==> config.mk <==
export PLATFORM = sky130hd
export DESIGN_NAME = ps2_host_tx
export DESIGN_NICKNAME = d
export VERILOG_FILES = /design/src/rtl/ps2_host_tx.sv
export SDC_FILE = /design/constraint.sdc
export NUM_CORES = 1
export LEC_CHECK = 0
export ABC_AREA = 1
export CORE_MARGIN = 5
export CORE_UTILIZATION = 63
export DETAILED_ROUTE_END_ITERATION = 10
export PLACE_DENSITY = 0.85
export SETUP_SLACK_MARGIN = 0.15
export SLEW_MARGIN = 5
export SYNTH_ARGS = -nofsm -noshare
export SYNTH_HDL_FRONTEND = slang
export SYNTH_SLANG_ARGS = --single-unit
export TNS_END_PERCENT = 30
==> constraint.sdc <==
create_clock -name clk -period 3.4 [get_ports clk]
set_input_delay 0.68 -clock clk [delete_from_list [all_inputs] [get_ports clk]]
set_output_delay 0.68 -clock clk [all_outputs]
set_load 0.005 [all_outputs]
==> src/rtl/ps2_host_tx.sv <==
// ps2_host_tx: PS/2 host-to-device command transmitter (inhibit, start, 8 data bits, odd parity, stop, ACK, timeout)
module ps2_host_tx #(
    parameter int INHIBIT_CYCLES = 5000,
    parameter int TIMEOUT_CYCLES = 750000
) (
    input  logic       clk,
    input  logic       rst,
    input  logic [7:0] tx_data,
    input  logic       tx_valid,
    output logic       tx_ready,
    input  logic       ps2_clk_in,
    input  logic       ps2_dat_in,
    output logic       ps2_clk_oe,
    output logic       ps2_dat_oe,
    output logic       busy,
    output logic       done,
    output logic       ack_err,
    output logic       timeout_err
);
    localparam int MAX_CNT = INHIBIT_CYCLES > TIMEOUT_CYCLES ? INHIBIT_CYCLES : TIMEOUT_CYCLES;
    localparam int CW = $clog2(MAX_CNT + 1);

    typedef enum logic [2:0] {IDLE, INHIBIT, START, SHIFT, ACK, WAIT_IDLE} state_t;

    state_t        state_q, state_d;
    logic [1:0]    clk_sync_q, clk_sync_d, dat_sync_q, dat_sync_d;
    logic          clk_prev_q, clk_prev_d;
    logic [CW-1:0] cnt_q, cnt_d;
    logic [8:0]    sr_q, sr_d;
    logic [3:0]    bitcnt_q, bitcnt_d;
    logic          ack_bit_q, ack_bit_d;
    logic          clk_oe_q, clk_oe_d, dat_oe_q, dat_oe_d;
    logic          done_q, done_d, ack_err_q, ack_err_d, tmo_q, tmo_d;
    logic          fe, counting;

    // Next-state logic: the inhibit delay and the edge timeout share one counter
    always_comb begin
        state_d    = state_q;
        cnt_d      = cnt_q;
        sr_d       = sr_q;
        bitcnt_d   = bitcnt_q;
        ack_bit_d  = ack_bit_q;
        clk_oe_d   = clk_oe_q;
        dat_oe_d   = dat_oe_q;
        done_d     = 1'b0;
        ack_err_d  = 1'b0;
        tmo_d      = 1'b0;
        clk_sync_d = {clk_sync_q[0], ps2_clk_in};
        dat_sync_d = {dat_sync_q[0], ps2_dat_in};
        clk_prev_d = clk_sync_q[1];
        fe         = clk_prev_q & ~clk_sync_q[1];
        counting   = state_q inside {START, SHIFT, ACK, WAIT_IDLE};
        if (counting) cnt_d = fe ? '0 : cnt_q + 1'b1;
        case (state_q)
            IDLE: if (tx_valid) begin
                state_d  = INHIBIT;
                cnt_d    = '0;
                sr_d     = {~^tx_data, tx_data};
                clk_oe_d = 1'b1;
            end
            INHIBIT: if (cnt_q == CW'(INHIBIT_CYCLES - 1)) begin
                state_d  = START;
                cnt_d    = '0;
                dat_oe_d = 1'b1;
            end else begin
                cnt_d = cnt_q + 1'b1;
            end
            START: begin
                state_d  = SHIFT;
                clk_oe_d = 1'b0;
                bitcnt_d = '0;
            end
            SHIFT: if (fe) begin
                bitcnt_d = bitcnt_q + 1'b1;
                if (bitcnt_q == 4'd9) begin
                    dat_oe_d = 1'b0;
                    state_d  = ACK;
                end else begin
                    dat_oe_d = ~sr_q[0];
                    sr_d     = {1'b1, sr_q[8:1]};
                end
            end
            ACK: if (fe) begin
                ack_bit_d = dat_sync_q[1];
                state_d   = WAIT_IDLE;
            end
            WAIT_IDLE: if (clk_sync_q[1] & dat_sync_q[1]) begin
                state_d   = IDLE;
                done_d    = ~ack_bit_q;
                ack_err_d = ack_bit_q;
            end
            default: state_d = IDLE;
        endcase
        // A device edge in the limit cycle wins, as does a clean finish in WAIT_IDLE
        if (counting && !fe && cnt_q == CW'(TIMEOUT_CYCLES - 1) && state_d != IDLE) begin
            state_d  = IDLE;
            clk_oe_d = 1'b0;
            dat_oe_d = 1'b0;
            tmo_d    = 1'b1;
        end
    end

    // State and registered outputs; reset releases both lines immediately
    always_ff @(posedge clk or negedge rst) begin
        if (!rst) begin
            state_q    <= IDLE;
            clk_sync_q <= 2'b11;
            dat_sync_q <= 2'b11;
            clk_prev_q <= 1'b1;
            cnt_q      <= '0;
            sr_q       <= '0;
            bitcnt_q   <= '0;
            ack_bit_q  <= 1'b0;
            clk_oe_q   <= 1'b0;
            dat_oe_q   <= 1'b0;
            done_q     <= 1'b0;
            ack_err_q  <= 1'b0;
            tmo_q      <= 1'b0;
        end else begin
            state_q    <= state_d;
            clk_sync_q <= clk_sync_d;
            dat_sync_q <= dat_sync_d;
            clk_prev_q <= clk_prev_d;
            cnt_q      <= cnt_d;
            sr_q       <= sr_d;
            bitcnt_q   <= bitcnt_d;
            ack_bit_q  <= ack_bit_d;
            clk_oe_q   <= clk_oe_d;
            dat_oe_q   <= dat_oe_d;
            done_q     <= done_d;
            ack_err_q  <= ack_err_d;
            tmo_q      <= tmo_d;
        end
    end

    assign tx_ready    = state_q == IDLE;
    assign busy        = state_q != IDLE;
    assign ps2_clk_oe  = clk_oe_q;
    assign ps2_dat_oe  = dat_oe_q;
    assign done        = done_q;
    assign ack_err     = ack_err_q;
    assign timeout_err = tmo_q;
endmodule
==> flow_metrics.env <==
export IMPL_final_core_util_pct=73.4
export IMPL_chipWidth_um=75.2
export IMPL_p_leak_nw=1.34
export IMPL_routed_via_density=5.38
export IMPL_ys_seq_elements=47
export IMPL_htreeDepth=2
export IMPL_hold_start="clk_sync_q[0]"
export IMPL_die_y_um=75.2
export IMPL_gp_congestion=0.907
export IMPL_outcome="completed"
export IMPL_drc=0
export IMPL_ff2ff_setup_slack_ps=1360
export IMPL_ys_seq_area_share_pct=44.1
export IMPL_cp_slowest_cell="clkdlybuf4s50_1"
export IMPL_grt_pass1_wl_um=9340
export IMPL_wl_per_cell_um=13.4
export IMPL_syn2layout_area_growth_pct=11.2
export IMPL_hold_depth=0
export IMPL_critPathMaxStageDelay_ps=490
export IMPL_overflow=0
export IMPL_cts_sinks=47
export IMPL_crit_path_end_kind="output port"
export IMPL_start_util_pct=66.0
export IMPL_yosys_warnings=0
export IMPL_crit_chain="nor2_1 -> nand2_2 -> inv_1 -> clkdlybuf4s50_1"
export IMPL_finalPower_mw=1.44
export IMPL_synth_net_count=343
export IMPL_tns_ps=0
export IMPL_powerDensity_nw_per_um2=484
export IMPL_ir_drop_mv=0.278
export IMPL_firstDrtPassIters=5
export IMPL_antenna_left=0
export IMPL_cts_tree="done"
export IMPL_cts_max_path_buffers=2
export IMPL_grtUsageTotal_pct=21.7
export IMPL_crit_fanout=5
export IMPL_numCtsBuffers=5
export IMPL_r2r_end="ps2_clk_oe"
export IMPL_clock_skew_final_ps=8.93
export IMPL_relSlewSlack_pct=31.4
export IMPL_vias=2143
export IMPL_final_cells=398
export IMPL_reg2reg_from="state_q[2]"
export IMPL_dp_hpwl_um=3880
export IMPL_postCtsSetupRepairBufs=0
export IMPL_fin_crit_sh_pct=69.1
export IMPL_dp_cells=390
export IMPL_core_area_um2=4060
export IMPL_worstSkewPairLatency_ps=310
export IMPL_path_clk_slew_ps=90
export IMPL_synth_cell_types=31
export IMPL_rsz0062_at_grt="false"
export IMPL_avgSynthCellArea_um2=8.24
export IMPL_drv_slew=0
export IMPL_worstHoldEndpoint="clk_sync_q[1]"
export IMPL_fmax_mhz=425
export IMPL_maxCapViolCount=0
export IMPL_die_area_um2=5660
export IMPL_cts_resized=0
export IMPL_grt_antenna_before_repair=0
export IMPL_drt_iter0_drc=181
export IMPL_routed_wl_um=5330
export IMPL_worstSetupPathType="reg -> out"
export IMPL_drive_above_1_share_pct=12.6
export IMPL_synth_area_um2=2680
export IMPL_ios=20
export IMPL_portBuffers=19
export IMPL_rows=23
export IMPL_crit_arrival_ps=1670
export IMPL_worst_r2r_cell_count=7
export IMPL_syn_inst=325
export IMPL_grt_max_degree=48
export IMPL_nNetsFinal=365
export IMPL_worstSetupStartpointType="flip-flop"
export IMPL_layout_min_cycle_time_ps=2350
export IMPL_hold_viol_final=0
export IMPL_cp_required_ps=2720
export IMPL_num_antenna_cells=0
export IMPL_cts_hold_buf=0
export IMPL_hp_class="reg -> reg"
export IMPL_cts_root_buf="clkbuf_8"
export IMPL_worst_pin_slew_ps=1030
export IMPL_final_setup_viol_count=0
export IMPL_grt_pass1_vias=2073
## layer usage
layer  vias to the layer above  GRT usage (%)  wire length [um]
met2                        53           33.8              2560
li1                       1094              -                 -
met1                       991           30.5              2420
met4                         0           6.60                56
met5                         -              0                 0
met3                         5           4.67               298
## sequential cells by signal, summed over array words and instances (netlist names), 2 cells and up
| signal | flops |
|---|---|
| cnt_q | 20 |
| sr_q | 9 |
| bitcnt_q | 4 |
| state_q | 3 |
| clk_sync_q | 2 |
| dat_sync_q | 2 |
## worst max path at each step
stage                     startpoint           to  slack (ps)
after floorplan           state_q[2]    cnt_q[12]        1710
after global placement      tx_valid  timeout_err        1360
after detailed placement    tx_valid  timeout_err        1310
after CTS                 state_q[1]     tx_ready        1040
final                     state_q[1]     tx_ready        1050
after global routing      state_q[1]     tx_ready         950
## synth_stat cells
master	instances	area [um^2]
a21oi_1	6	30.0
a31o_2	1	8.76
a31oi_1	7	43.8
a31oi_2	1	12.5
buf_4	1	7.51
buf_6	3	33.8
clkinv_1	1	3.75
dfrtp_1	42	1050
dfstp_2	5	131
ha_1	5	62.6
inv_1	37	139
inv_2	6	22.5
nand2_1	80	300
nand2_2	3	18.8
nand3_1	17	85.1
nand4_1	9	56.3
nor2_1	40	150
nor2_2	1	6.26
nor2_4	3	33.8
nor3_1	5	25.0
nor3_2	2	20.0
nor3_4	1	16.3
nor4_1	1	6.26
o21ai_0	12	60.1
o21ai_1	1	5.00
o21ai_2	1	8.76
o21ai_4	1	16.3
o22ai_1	1	6.26
o22ai_2	10	125
xnor2_1	8	70.1
xor2_1	14	123
## worst max-delay path: cells and delay by family (launching register included)
family / cells / cell delay, ps
buf+inv: 2 / 560
flops: 1 / 450
simple gates: 2 / 360
## cell families (layout without fill, tap and decap cells)
group	count (synthesis)	count (layout)	share of synthesized area, %
AO/OA/AOI/OAI	41	41	11.8
XOR/XNOR	22	22	7.19
adder cells (fa/ha/maj)	5	5	2.34
buffers and inverters	48	71	7.71
flip-flops	47	47	44.1
AND/OR/NAND/NOR	162	162	26.8
## layout make-up
class	instances	area, um^2
Multi-Input combinational cell	230	1290
Sequential cell	47	1180
Fill cell	311	1080
Timing Repair Buffer	19	185
Inverter	44	165
Clock buffer	5	68.8
Tap cell	50	62.6
Clock inverter	3	23.8
## power breakdown
| part | switching (mW) | internal (mW) | leakage [nW] |
|---|---|---|---|
| logic | 0.207 | 0.145 | 0.715 |
| clock network | 0.200 | 0.147 | 0.0408 |
| registers | 0.0822 | 0.661 | 0.584 |
| total | 0.489 | 0.954 | 1.34 |
## through the flow
step           hold WS, ps  cell area (um^2)  setup slack, ps
2_1_floorplan          345              2680             1710
3_3_place_gp           350              2890             1360
3_5_place_dp           350              2890             1310
4_1_cts                366              2980             1040
5_1_grt                368              2980              948
6_report               362              2980             1050
## layout by cell type, fill, tap and decap left out, types with 6 or more instances in the layout
cell	n
a21oi_1	6
o21ai_0	12
o22ai_2	10
dfrtp_1	42
nand4_1	9
nand2_1	80
a31oi_1	7
nand3_1	17
xor2_1	14
inv_1	37
inv_2	6
xnor2_1	8
nor2_1	40
clkdlybuf4s50_1	18
No activity file was read; power rests on OpenSTA's default activity.
